$ cat src/rtl/globals_sv.sv
// globals_sv: shared NPU datapath widths and the loop-nest sequencer types.
// Contents: datapath width constants, the sequencer state encoding, the
// number of loop levels, and a helper that builds the active PE-row mask.
package globals_sv;

  localparam int W           = 8;  // PE rows
  localparam int CLOG2K      = 4;  // kernel-loop index width
  localparam int CLOG2W      = 3;  // PE-row index width
  localparam int CLOG2L      = 4;  // outer loop index width
  localparam int NB_LOOP_LVL = 6;  // KSI plus L0..L4

  typedef enum logic [1:0] {SEQ_IDLE, SEQ_RUN, SEQ_DONE} seq_state_t;

  // Bits [ckg:0] set, all higher bits clear.
  function automatic logic [W-1:0] row_mask(input logic [CLOG2W-1:0] ckg);
    logic [W-1:0] m;
    for (int i = 0; i < W; i++) begin
      m[i] = (i <= int'(ckg));
    end
    return m;
  endfunction

endpackage

$ cat src/rtl/loop_lvl_cnt.sv
// loop_lvl_cnt: one level of the loop-nest odometer.
// Ports:
//   clk, rst  - clock, synchronous active-high reset
//   clr       - latch bound and restart the index at 0
//   en        - advance this level by one
//   bound     - loop count minus 1, captured on clr
//   idx       - current index (registered)
//   last      - idx equals the latched bound (registered); doubles as carry
module loop_lvl_cnt
  import globals_sv::*;
#(
  parameter int WIDTH = 4
) (
  input  logic             clk,
  input  logic             rst,
  input  logic             clr,
  input  logic             en,
  input  logic [WIDTH-1:0] bound,
  output logic [WIDTH-1:0] idx,
  output logic             last
);

  localparam logic [WIDTH-1:0] ONE = {{(WIDTH-1){1'b0}}, 1'b1};

  logic [WIDTH-1:0] bnd;
  logic [WIDTH-1:0] nxt;

  assign nxt = idx + ONE;

  // Index, latched bound and registered last flag; last is precomputed for
  // the value idx takes so that it is equality against the latched bound.
  always_ff @(posedge clk) begin
    if (rst) begin
      idx  <= '0;
      bnd  <= '0;
      last <= 1'b0;
    end else if (clr) begin
      idx  <= '0;
      bnd  <= bound;
      last <= (bound == '0);
    end else if (en) begin
      if (last) begin
        idx  <= '0;
        last <= (bnd == '0);
      end else begin
        idx  <= nxt;
        last <= (nxt == bnd);
      end
    end
  end

endmodule

$ cat src/rtl/loop_seq.sv
// loop_seq: six-level loop-nest sequencer (KSI innermost, L4 outermost).
// Latches arv_* bounds on start and issues one step per loop iteration over a
// valid/ready handshake, with per-level indices, last flags and a PE-row mask.
// Ports:
//   clk, rst                  - clock, synchronous active-high reset
//   arv_KSI, arv_CKG, arv_L0..arv_L4 - loop bounds (count minus 1), sampled on start
//   start                     - launch request, honoured only in IDLE
//   busy                      - high in RUN and DONE
//   step_valid / step_ready   - step handshake
//   done                      - one-cycle pulse after the final step
//   idx_k, idx_l0..idx_l4     - per-level indices
//   last_k, last_l0..last_l4  - per-level last flags (0 when no step shown)
//   row_en                    - active PE-row mask
// Build option LOOP_SEQ_PERF_EN adds perf_stall, a saturating count of
// cycles with step_valid && !step_ready, cleared on an accepted start.
module loop_seq
  import globals_sv::*;
(
  input  logic              clk,
  input  logic              rst,
  input  logic [CLOG2K-1:0] arv_KSI,
  input  logic [CLOG2W-1:0] arv_CKG,
  input  logic [CLOG2L-1:0] arv_L0,
  input  logic [CLOG2L-1:0] arv_L1,
  input  logic [CLOG2L-1:0] arv_L2,
  input  logic [CLOG2L-1:0] arv_L3,
  input  logic [CLOG2L-1:0] arv_L4,
  input  logic              start,
  output logic              busy,
  output logic              step_valid,
  input  logic              step_ready,
  output logic              done,
  output logic [CLOG2K-1:0] idx_k,
  output logic [CLOG2L-1:0] idx_l0,
  output logic [CLOG2L-1:0] idx_l1,
  output logic [CLOG2L-1:0] idx_l2,
  output logic [CLOG2L-1:0] idx_l3,
  output logic [CLOG2L-1:0] idx_l4,
  output logic              last_k,
  output logic              last_l0,
  output logic              last_l1,
  output logic              last_l2,
  output logic              last_l3,
  output logic              last_l4,
  output logic [W-1:0]      row_en
`ifdef LOOP_SEQ_PERF_EN
  ,
  output logic [31:0]       perf_stall
`endif
);

  seq_state_t               state;
  logic                     launch;
  logic                     fire;
  logic                     all_last;
  logic [NB_LOOP_LVL-1:0]   lvl_last;
  logic [NB_LOOP_LVL-1:0]   lvl_en;
  logic [CLOG2L-1:0]        l_bound [5];
  logic [CLOG2L-1:0]        l_idx   [5];

  assign launch   = (state == SEQ_IDLE) && start;
  assign fire     = step_valid && step_ready;
  assign all_last = &lvl_last;

  // Carry chain: a level advances when a step fires and every inner level
  // is at its bound. The final step advances nothing so indices hold.
  always_comb begin
    logic carry;
    carry = fire && !all_last;
    for (int i = 0; i < NB_LOOP_LVL; i++) begin
      lvl_en[i] = carry;
      carry     = carry && lvl_last[i];
    end
  end

  loop_lvl_cnt #(.WIDTH(CLOG2K)) u_cnt_k (
    .clk   (clk),
    .rst   (rst),
    .clr   (launch),
    .en    (lvl_en[0]),
    .bound (arv_KSI),
    .idx   (idx_k),
    .last  (lvl_last[0])
  );

  assign l_bound[0] = arv_L0;
  assign l_bound[1] = arv_L1;
  assign l_bound[2] = arv_L2;
  assign l_bound[3] = arv_L3;
  assign l_bound[4] = arv_L4;

  for (genvar g = 0; g < 5; g++) begin : g_lvl
    loop_lvl_cnt #(.WIDTH(CLOG2L)) u_cnt (
      .clk   (clk),
      .rst   (rst),
      .clr   (launch),
      .en    (lvl_en[g+1]),
      .bound (l_bound[g]),
      .idx   (l_idx[g]),
      .last  (lvl_last[g+1])
    );
  end

  assign idx_l0 = l_idx[0];
  assign idx_l1 = l_idx[1];
  assign idx_l2 = l_idx[2];
  assign idx_l3 = l_idx[3];
  assign idx_l4 = l_idx[4];

  // Last flags are only meaningful while a step is shown.
  assign last_k  = lvl_last[0] && step_valid;
  assign last_l0 = lvl_last[1] && step_valid;
  assign last_l1 = lvl_last[2] && step_valid;
  assign last_l2 = lvl_last[3] && step_valid;
  assign last_l3 = lvl_last[4] && step_valid;
  assign last_l4 = lvl_last[5] && step_valid;

  // Sequencer FSM with registered busy/step_valid/done/row_en.
  always_ff @(posedge clk) begin
    if (rst) begin
      state      <= SEQ_IDLE;
      busy       <= 1'b0;
      step_valid <= 1'b0;
      done       <= 1'b0;
      row_en     <= '0;
    end else begin
      case (state)
        SEQ_IDLE: begin
          done <= 1'b0;
          if (start) begin
            state      <= SEQ_RUN;
            busy       <= 1'b1;
            step_valid <= 1'b1;
            row_en     <= row_mask(arv_CKG);
          end
        end
        SEQ_RUN: begin
          if (fire && all_last) begin
            state      <= SEQ_DONE;
            step_valid <= 1'b0;
            done       <= 1'b1;
          end
        end
        SEQ_DONE: begin
          state <= SEQ_IDLE;
          busy  <= 1'b0;
          done  <= 1'b0;
        end
        default: begin
          state      <= SEQ_IDLE;
          busy       <= 1'b0;
          step_valid <= 1'b0;
          done       <= 1'b0;
        end
      endcase
    end
  end

`ifdef LOOP_SEQ_PERF_EN
  // Saturating stall-cycle counter.
  always_ff @(posedge clk) begin
    if (rst) begin
      perf_stall <= 32'd0;
    end else if (launch) begin
      perf_stall <= 32'd0;
    end else if (step_valid && !step_ready && (perf_stall != 32'hFFFF_FFFF)) begin
      perf_stall <= perf_stall + 32'd1;
    end
  end
`endif

endmodule
$ cat config.mk
export PLATFORM = sky130hd
export DESIGN_NAME = loop_seq
export DESIGN_NICKNAME = d
export VERILOG_FILES = /design/src/rtl/globals_sv.sv /design/src/rtl/loop_lvl_cnt.sv /design/src/rtl/loop_seq.sv
export SDC_FILE = /design/constraint.sdc
export NUM_CORES = 1
export LEC_CHECK = 0
export ABC_CLOCK_PERIOD_IN_PS = 3300
export CORE_UTILIZATION = 55
export DETAILED_ROUTE_END_ITERATION = 10
export MAX_ROUTING_LAYER = met4
export PLACE_DENSITY = 0.86
export SLEW_MARGIN = 20
export SYNTH_ARGS = -nofsm -noshare
export SYNTH_HDL_FRONTEND = slang
export SYNTH_SLANG_ARGS = --single-unit
$ cat constraint.sdc
create_clock -name clk -period 3.3 [get_ports clk]
set_clock_uncertainty 0.15 [all_clocks]
set_input_delay 0.495 -clock clk [delete_from_list [all_inputs] [get_ports clk]]
set_output_delay 0.495 -clock clk [all_outputs]
set_load 0.01 [all_outputs]
After elaboration in Yosys (flattened, before gate mapping)
Cells that the tools add are included.

word-level totals
  register bits = 67
  input port bits = 31
  output and inout bits = 41
  word-level logic and storage cells = 121

cells by class
  add/sub/neg operators = 6
  magnitude comparators = 7
  equal/unequal tests = 10
  mux-type cells = 31
  bitwise logic cells = 2
  reductions and logical operators = 42

operator list
  operator               number
  $logic_not A4 Y1       12
  $add A4 B1 Y4 const B  6
  $eq A4 B4 Y1           6
  $mux W4                6
  $mux W1                20
  $logic_and A1 B1 Y1    15
  $le A3 B3 Y1 const A   4
  $reduce_bool A2 Y1     6
  $le A2 B3 Y1 const A   2
  $reduce_and A2 Y1      3
  $reduce_and A6 Y1      1
  $mux W2                2
  $ne A2 B2 Y1 const B   2
  $pmux W2 S2            1
  $reduce_or A2 Y1       2
  $le A1 B3 Y1 const A   1
  $pmux W1 S3            1
  $reduce_and A3 Y1      1
  $eq A2 B1 Y1 const B   1
  $eq A2 B2 Y1 const B   1
  $logic_not A2 Y1       1
  $not A1 Y1             2
  $pmux W1 S2            1
  $logic_not A1 Y1       1

Logic depth before layout (Yosys ltp)
Gate-level depths: netlist of the first run.

  depth in word-level cells = 10
  mapped depth = 6
  mapped depth without buffers = 5

By module
From an unflattened synthesis of the first run, not the netlist that was laid out.

second synthesis, totals
  cells, all modules = 360
  area, all modules = 3452.1 um^2

modules (own cells, without submodules)
  module        times used  cells each  area an instance (um^2)  seq. area each (um^2)
  loop_lvl_cnt  6           48          478.0                    180.2
  loop_seq      1           72          584.3                    260.2

Least setup slack after synthesis of the first run
Ideal clock, no wire load.

  path kind = input to register
  start point = input start
  end point = register g_lvl[2].u_cnt.bnd[0]
  setup time = 0.132 ns
  arrival time = 1.451 ns
  required time = 3.018 ns
  slack = 1.566 ns
  stages on the path = 5
  path buffers = 2
  path through = or3b_2 buf_2 buf_1 nand2_1 a21oi_1

between the ends
  cells in the longest elaborated chain, start to end = 1

ends and longest elaborated chain
  item                    RTL line            RTL
  start: declaration      loop_seq.sv:28      input logic start,
  $logic_and A1 B1 Y1     loop_seq.sv:61      assign launch = (state == SEQ_IDLE) && start;
  end signal: assignment  loop_lvl_cnt.sv:39  bnd <= bound;
  end: declaration        loop_lvl_cnt.sv:25  logic [WIDTH-1:0] bnd;

Every way passes these cells.
A chain may end at the register's enable or synchronous reset.

Final worst setup path of the first run
  start point = input step_ready
  end point = register g_lvl[3].u_cnt.idx[0]

between the ends
  cells in the longest elaborated chain, start to end = 6

ends and longest elaborated chain
  item                               RTL line            RTL
  start: declaration                 loop_seq.sv:31      input logic step_ready,
  $logic_and A1 B1 Y1                loop_seq.sv:62      assign fire = step_valid && step_ready;
  $logic_and A1 B1 Y1                loop_seq.sv:69      carry = fire && !all_last;
  $logic_and A1 B1 Y1 (4 in series)  loop_seq.sv:72      carry = carry && lvl_last[i];
  end signal: assignment             loop_lvl_cnt.sv:46  idx <= nxt;
  end: declaration                   loop_lvl_cnt.sv:19  output logic [WIDTH-1:0] idx,

Every way passes these cells.

==> impl_metrics.py, run 1 <==
metrics = {
    "sta": {
        "period_share_pct": 71.3,
        "setup-tns-final_ns": 0,
        "max_clock_freq_mhz": 425,
        "worst_pin_slew_ns": 0.548,
        "fin_crit_ns": 2.35,
        "rsz0062_at_grt": "false",
        "finalSetupViolations": 0,
        "maxSlewViolCount": 0,
        "hold_viol_final": 0,
        "max_slew_margin_pct": 63.5,
    },
    "yosys": {
        "ys_async_sr_fraction_pct": 0,
        "seq_area_frac_synth_pct": 40.2,
        "synth_edf_count": 0,
        "synth_warnings": 0,
        "synthCells": 409,
        "yosysTopAreaCell": "dfxtp_1",
        "syn_area_um2": 3340,
        "synth.distinct_cells": 48,
        "avgSynthCellArea_um2": 8.16,
        "netlist.area_leader.share_pct": 40.2,
        "synth_fp_nets": 446,
        "ys_ff_latch": 67,
        "synthTopCellsByArea": "dfxtp_1 40%, nand2_1 8.1%, a21oi_1 7.6%",
        "synthFlopType": "dfxtp_1",
    },
    "setup_path": {
        "cp-end-kind": "flop",
        "worstPathArrival_ns": 2.48,
        "r2r_slack_ns": 1.03,
        "required_ns": 3.43,
        "crit_fanout": 15,
        "crit_type": "in2reg",
        "start_kind": "input pin",
    },
    "global_route": {
        "track_usage_pct": 26.7,
        "grt_use_met3_pct": 3.89,
        "grt_max_degree": 43,
        "grt_util_met1_pct": 32.6,
        "grt_pass1_vias": 2907,
        "antenna_found_initial": 0,
        "busiest_layer": "met2",
        "grt_pass1_wl_mm": 13.0,
        "overflow": 0,
        "grt_util_met2_pct": 44.4,
    },
    "finish": {
        "post-route-cell-area_um2": 4280,
        "nets": 508,
        "diodes": 0,
        "drive_above_1_share_pct": 5.26,
        "fin_util_pct": 72.7,
        "layout_commonest_cell": "nand2_1",
        "final_cell_mix": "72 x nand2_1, 71 x clkdlybuf4s50_1, 67 x dfxtp_1",
        "synthToLayoutAreaGrowth_pct": 28.2,
    },
    "cts": {
        "clk_pin_slew_ns": 0.07,
        "post-cts-setup-buffers": 0,
        "cts_tree": "built",
        "root_buffer": "clkbuf_8",
        "cts.sinks": 67,
        "htreeDepth": 3,
        "clk_latency_ns": 0.34,
        "cts_buffers": 9,
        "ctsResizeCount": 0,
        "hold_buffers": 0,
        "clockBufferDepth": 2,
    },
    "placement": {
        "dpl_cell_area_um2": 4080,
        "place_hpwl_mm": 5.63,
        "io_buffers": 71,
        "globalplace.congestion": 0.859,
    },
    "drt": {
        "drt_pass1_iterations": 4,
        "avgRoutedWirePerCell_um": 14.6,
        "wl_mm": 8.01,
        "drtIter0Drc": 186,
        "remaining_drc_errors": 0,
        "vias_per_cell": 5.80,
        "antenna_left": 0,
        "via_count": 3191,
    },
    "floorplanning": {
        "core_area_um2": 5890,
        "dieArea_um2": 6380,
        "io_pins": 72,
        "num_rows": 28,
        "start_util_pct": 56.7,
        "die_h_um": 79.9,
        "die_w_um": 79.9,
    },
    "power": {
        "peakVddDrop_uv": 328,
        "powerDensity_nw_per_um2": 424,
        "p_leak_uw": 0.00156,
        "power_uw": 1810,
    },
    "worst_hold_path": {
        "hp-class": "reg2reg",
    },
    "job": {
        "max-cap-violations": 0,
    },
    "run_status": {
        "status": "complete, no violations",
    },
}
## metal layers
metal	up-vias	part of all wire, %
li1	1573	-
met1	1510	43
met2	97	50
met3	11	5.4
met4	0	1.3
met5	-	0
## cell families after synthesis
kind of cell	count (synthesis)	synth area share, %
AND/OR/NAND/NOR	182	27.5
AO/OA/AOI/OAI	85	15.1
flip-flops	67	40.2
XOR/XNOR	39	10.6
buffers and inverters	28	3.67
adder cells (fa/ha/maj)	6	2.25
multiplexers	2	0.600
## synth_stat cells (all sizes together), types with 2 or more instances
| cell type | instances |
|---|---|
| a311oi | 3 |
| nor4 | 14 |
| mux2i | 2 |
| a21oi | 51 |
| xnor2 | 22 |
| a31oi | 4 |
| a41oi | 2 |
| o21bai | 2 |
| a21o | 5 |
| or4 | 5 |
| nor2 | 20 |
| clkbuf | 12 |
| xor2 | 16 |
| nor3 | 8 |
| dfxtp | 67 |
| inv | 2 |
| and2 | 9 |
| nor3b | 6 |
| and3 | 3 |
| nor2b | 3 |
| nand3 | 16 |
| a211oi | 2 |
| nand4 | 8 |
| o21ai | 6 |
| ha | 6 |
| nand2 | 73 |
| nand2b | 4 |
| buf | 14 |
| nand4b | 6 |
| or3 | 3 |
## layout make-up
| cell class | count | area (um^2) |
|---|---|---|
| timing repair buffer | 77 | 756 |
| multi-input combinational | 314 | 1880 |
| tap | 75 | 93.8 |
| inverter | 2 | 7.51 |
| clock inverter | 4 | 50.0 |
| clock buffer | 11 | 151 |
| fill | 471 | 1610 |
| sequential | 67 | 1340 |
## worst paths after layout
kind | from | endpoint | cells after the start
worst min register to register | row_en[6] | row_en[6] | 2
worst min-delay path | row_en[6] | row_en[6] | 2
worst max-delay path | step_ready | g_lvl[3].u_cnt.idx[0] | 5
worst max register to register | step_valid | g_lvl[3].u_cnt.idx[0] | 4
## where the power goes
group | switching, uW | internal [uW]
clock | 305 | 384
combinational | 116 | 120
sequential | 44.2 | 843
total | 465 | 1350
## flip-flops by register name (all words and copies together), names as in the netlist
register and cells:
state 2, done 1, row_en 8, busy 1, u_cnt_k.last 1, u_cnt_k.bnd 4, g_lvl.u_cnt.idx 20, u_cnt_k.idx 4
step_valid 1, g_lvl.u_cnt.last 5, g_lvl.u_cnt.bnd 20
## metrics by stage
step / setup slack (ns) / hold WS [ns] / instances
6_report: 0.946 / 0.319 / 550
3_5_place_dp: 0.635 / 0.304 / 535
5_1_grt: 0.775 / 0.336 / 550
3_3_place_gp: 0.656 / 0.299 / 535
4_1_cts: 0.970 / 0.317 / 550
2_1_floorplan: 1.57 / 0.298 / 409
## critical path, cell delays in order
cell	delay [ns]
clkdlybuf4s50_1	0.57
and4_1	0.58
nand3_1	0.32
or3_1	0.38
a21oi_1	0.12
Note: power is estimated with default switching activity, not from simulation.
==> inputs of run 2 (changes only) <==
- ABC_CLOCK_PERIOD_IN_PS: 3300 -> 2290
- CORE_UTILIZATION: 55 -> 51
- PLACE_DENSITY: 0.86 -> 0.8
- clock period: 3.3 -> 2.29 ns (I/O delays scaled with it)
==> run 2 against run 1 <==
Net effect: via count up 2.8%; sequential cell count unchanged; first-iteration DRC count up 7.0%; die area up 7.7%; design area up 3.5%; register-to-register slack worse by 0.64 ns; core utilization down 2.9 points; critical endpoint is now last_k; largest power group unchanged.
==> impl_metrics.py, run 2 (synthesized netlist as in run 1, its figures left out) <==
metrics = {
    "setup_path": {
        "rr_worst_depth": 5,
        "critPathCapture": "last_k",
        "worstPathArrival_ns": 1.70,
        "cp-end-kind": "output port",
        "r2r-end": "g_lvl[2].u_cnt.idx[3]",
        "r2r_start": "g_lvl[0].u_cnt.last",
        "r2r_slack_ns": 0.39,
        "required_ns": 1.80,
        "crit_start": "step_valid",
        "crit_fanout": 11,
        "start_kind": "flop",
        "crit_type": "reg2out",
    },
    "finish": {
        "top_regs": "g_lvl.u_cnt.bnd x20, g_lvl.u_cnt.idx x20, row_en x8",
        "post-route-cell-area_um2": 4430,
        "diodes": 0,
        "nets": 524,
        "synthToLayoutAreaGrowth_pct": 32.7,
        "register_area_um2": 1340,
        "multiInputGateArea_um2": 1880,
        "drive_above_1_share_pct": 8.54,
        "layout_commonest_cell": "nand2_1",
        "final_cell_mix": "72 x nand2_1, 71 x clkdlybuf4s50_1, 67 x dfxtp_1",
        "fin_util_pct": 69.7,
        "n_fill_cell": 526,
    },
    "drt": {
        "antenna_left": 0,
        "vias_per_cell": 5.76,
        "via_count": 3279,
        "avgRoutedWirePerCell_um": 14.9,
        "wl_mm": 8.47,
        "drt_pass1_iterations": 5,
        "remaining_drc_errors": 0,
        "drtIter0Drc": 199,
    },
    "sta": {
        "worst_pin_slew_ns": 0.441,
        "maxSlewViolCount": 0,
        "max_slew_margin_pct": 70.6,
        "setup-tns-final_ns": 0,
        "hold_viol_final": 0,
        "rsz0062_at_grt": "false",
        "fin_crit_ns": 2.19,
        "fin_hold_ws_ns": 0.319,
        "finalSetupViolations": 0,
        "setup_ws_ns": 0.0988,
        "max_clock_freq_mhz": 456,
        "period_share_pct": 95.7,
    },
    "cts": {
        "clk_pin_slew_ns": 0.07,
        "htreeDepth": 3,
        "cts_tree": "built",
        "ctsResizeCount": 0,
        "root_buffer": "clkbuf_8",
        "clk_latency_ns": 0.35,
        "cts.sinks": 67,
        "post-cts-setup-buffers": 0,
        "clockBufferDepth": 2,
        "cts_buffers": 9,
        "hold_buffers": 0,
    },
    "floorplanning": {
        "die_w_um": 82.9,
        "num_rows": 29,
        "io_pins": 72,
        "core_area_um2": 6350,
        "die_h_um": 82.9,
        "start_util_pct": 52.6,
        "dieArea_um2": 6870,
    },
    "power": {
        "peakVddDrop_uv": 419,
        "p_leak_uw": 0.00166,
        "powerDensity_nw_per_um2": 616,
    },
    "placement": {
        "dpl_cell_area_um2": 4210,
        "io_buffers": 71,
        "globalplace.congestion": 0.887,
        "pre_cts_ws_ns": 0.0897,
        "place_hpwl_mm": 5.98,
    },
    "global_route": {
        "grt_pass1_wl_mm": 14.4,
        "grt_max_degree": 20,
        "antenna_found_initial": 0,
        "grt_pass1_vias": 3103,
        "overflow": 0,
        "track_usage_pct": 26.4,
    },
    "worst_hold_path": {
        "hp-class": "reg2reg",
    },
    "run_status": {
        "status": "complete, no violations",
    },
    "job": {
        "max-cap-violations": 0,
    },
}
[run 2: changes by cell type in the layout (fill, tap and decap cells not counted)]
cell,previous run,this run
buf_12,0,1
buf_4,6,21
bufinv_16,1,2
clkbuf_8,11,9
clkinv_2,1,3
clkinv_4,0,2
clkinvlp_4,2,0
[run 2: area by class of cell]
| class | instances | area share, % |
|---|---|---|
| clock buffers | 9 | 2.80 |
| flip-flops and latches | 67 | 30.3 |
| multi-input cells | 314 | 42.4 |
| inverters | 2 | 0.170 |
| well taps | 77 | 2.18 |
| repair buffers | 93 | 20.1 |
| clock inverters | 7 | 2.09 |
[run 2: worst min path at each step]
stage | from | end | slack (ns) | cells after the start
final | row_en[6] | row_en[6] | 0.32 | 2
after detailed placement | row_en[7] | row_en[7] | 0.31 | 2
after global routing | row_en[5] | row_en[5] | 0.33 | 2
after floorplan | g_lvl[4].u_cnt.bnd[0] | g_lvl[4].u_cnt.bnd[0] | 0.30 | 2
after global placement | row_en[7] | row_en[7] | 0.30 | 2
after CTS | row_en[7] | row_en[7] | 0.32 | 2
[run 2: stage by stage]
stage	power, uW	instances
2_1_floorplan	1490	409
3_3_place_gp	1660	553
3_5_place_dp	1670	553
4_1_cts	2740	569
5_1_grt	2840	569
6_report	2730	569
[run 2: power breakdown]
group	internal, uW	switching (uW)
Combinational	192	182
Sequential	1210	58.4
Clock	611	468
[run 2: critical path, cell delays in order, from the launching register on]
cell,delay [ns]
dfxtp_1,0.48
buf_4,0.22
and2_1,0.13
clkdlybuf4s50_1,0.52
[run 2: layer usage]
metal	vias to the layer above	GRT usage (%)	routed length (um)
li1	1609	-	-
met5	-	-	0
met4	0	10.8	211
met2	104	40.2	3910
met1	1544	34.1	3980
met3	22	5.47	363
==> inputs of run 3 (changes only) <==
- CORE_MARGIN: not set -> 8
- CTS_CLUSTER_DIAMETER: not set -> 150
- GPL_TIMING_DRIVEN: not set -> 0
==> run 3 against run 2 <==
Net effect: via count increased by 2.1%; cell count is 0.18% higher; clock power fell by 6%; worst setup slack got worse by 0.032 ns; largest power group unchanged; highest routed layer unchanged.
==> impl_metrics.py, run 3 (synthesized netlist as in run 1, its figures left out) <==
metrics = {
    "global_route": {
        "grt_max_degree": 20,
        "track_usage_pct": 21.7,
        "overflow": 0,
        "antenna_found_initial": 0,
        "grt_pass1_wl_mm": 16.5,
        "grt_pass1_vias": 3320,
    },
    "setup_path": {
        "crit_fanout": 10,
        "required_ns": 1.80,
        "r2r_start": "g_lvl[1].u_cnt.last",
        "worstPathArrival_ns": 1.73,
        "start_kind": "flop",
        "cp-end-kind": "output port",
        "crit_start": "step_valid",
        "crit_type": "reg2out",
    },
    "finish": {
        "diodes": 0,
        "nets": 525,
        "final_cells": 570,
        "register_area_um2": 1340,
        "multiInputGateArea_um2": 1880,
        "synthToLayoutAreaGrowth_pct": 30.1,
        "top_regs": "g_lvl.u_cnt.bnd x20, g_lvl.u_cnt.idx x20, row_en x8",
        "n_fill_cell": 530,
        "final_cell_mix": "72 x nand2_1, 70 x clkdlybuf4s50_1, 67 x dfxtp_1",
        "layout_commonest_cell": "nand2_1",
        "post-route-cell-area_um2": 4340,
        "drive_above_1_share_pct": 7.30,
    },
    "floorplanning": {
        "dieArea_um2": 9390,
        "die_w_um": 96.9,
        "num_rows": 29,
        "die_h_um": 96.9,
        "io_pins": 72,
        "core_area_um2": 6350,
        "start_util_pct": 52.6,
    },
    "sta": {
        "setup-tns-final_ns": 0,
        "setup_ws_ns": 0.0667,
        "period_share_pct": 97.1,
        "max_clock_freq_mhz": 450,
        "hold_viol_final": 0,
        "fin_crit_ns": 2.22,
        "max_slew_margin_pct": 60.4,
        "worst_pin_slew_ns": 0.593,
        "maxSlewViolCount": 0,
        "finalSetupViolations": 0,
        "rsz0062_at_grt": "false",
    },
    "worst_hold_path": {
        "hold_start": "rst",
        "hp-class": "in2reg",
    },
    "drt": {
        "vias_per_cell": 5.88,
        "remaining_drc_errors": 0,
        "antenna_left": 0,
        "wl_mm": 9.99,
        "avgRoutedWirePerCell_um": 17.5,
        "drt_pass1_iterations": 4,
        "drtIter0Drc": 188,
        "via_count": 3349,
    },
    "cts": {
        "clk_pin_slew_ns": 0.07,
        "cts_buffers": 9,
        "clockBufferDepth": 2,
        "cts_tree": "built",
        "htreeDepth": 3,
        "post-cts-setup-buffers": 0,
        "cts.sinks": 67,
        "root_buffer": "clkbuf_8",
        "clk_latency_ns": 0.35,
    },
    "run_status": {
        "status": "complete, no violations",
    },
    "power": {
        "p_leak_uw": 0.00161,
        "p_seq_share_pct": 47.2,
        "intPower_uw": 1930,
        "comb_power_share_pct": 14.7,
        "clkPwrFrac_pct": 38.2,
        "switchingPower_uw": 746,
        "powerDensity_nw_per_um2": 615,
        "peakVddDrop_uv": 344,
        "swShare_pct": 27.9,
    },
    "placement": {
        "dp_cells": 556,
        "dpl_cell_area_um2": 4130,
        "pre_cts_ws_ns": -0.313,
        "io_buffers": 70,
        "globalplace.congestion": 1.01,
        "place_hpwl_mm": 7.19,
    },
    "job": {
        "max-cap-violations": 0,
    },
}
run 3: through the flow:
stage,utilization [%],hold slack (ns),power (uW)
floorplan,-,0.298,1490
global placement,65.1,0.303,1660
detailed placement,65.1,0.303,1670
CTS,68.3,0.289,2670
global route,68.4,0.324,2780
finish,68.4,0.293,2670
run 3: power by group through the flow:
stage | combinational [uW] | clock (uW) | sequential (uW)
after CTS | 388 | 1020 | 1260
after global placement | 377 | 0 | 1280
after detailed placement | 386 | 0 | 1280
after floorplan | 212 | 0 | 1280
after global routing | 427 | 1080 | 1270
final | 392 | 1020 | 1260
run 3: final cells by class:
cell class | count | share of cell area [%]
buffer | 24 | 2.62
sequential | 67 | 30.9
timing repair buffer | 70 | 16.1
multi-input combinational | 314 | 43.3
inverter | 2 | 0.173
tap | 77 | 2.22
clock buffer | 10 | 3.17
clock inverter | 6 | 1.50
run 3: final timing paths:
check | to | slack (ns) | depth (start not counted)
min reg2reg | row_en[4] | 0.32 | 2
max | last_l3 | 0.07 | 3
min | g_lvl[0].u_cnt.last | 0.29 | 3
max reg2reg | u_cnt_k.last | 0.24 | 5
run 3: critical path, cell delays in order, from the launching register on:
cell	delay, ns
dfxtp_1	0.44
clkbuf_4	0.26
and2_1	0.15
clkdlybuf4s50_1	0.53
run 3: per-layer routing:
metal,routed length [um],global-route usage (%)
met5,0,-
met4,241,9.94
met3,703,3.34
met2,4900,35.1
met1,4150,25.9
run 3: what timing repair did:
action                                 in CTS  in global routing
endpoints found under the hold margin       0                  0
setup endpoints to repair                   6                 11
gates resized for setup                     2                  6
hold buffers                                0                  0
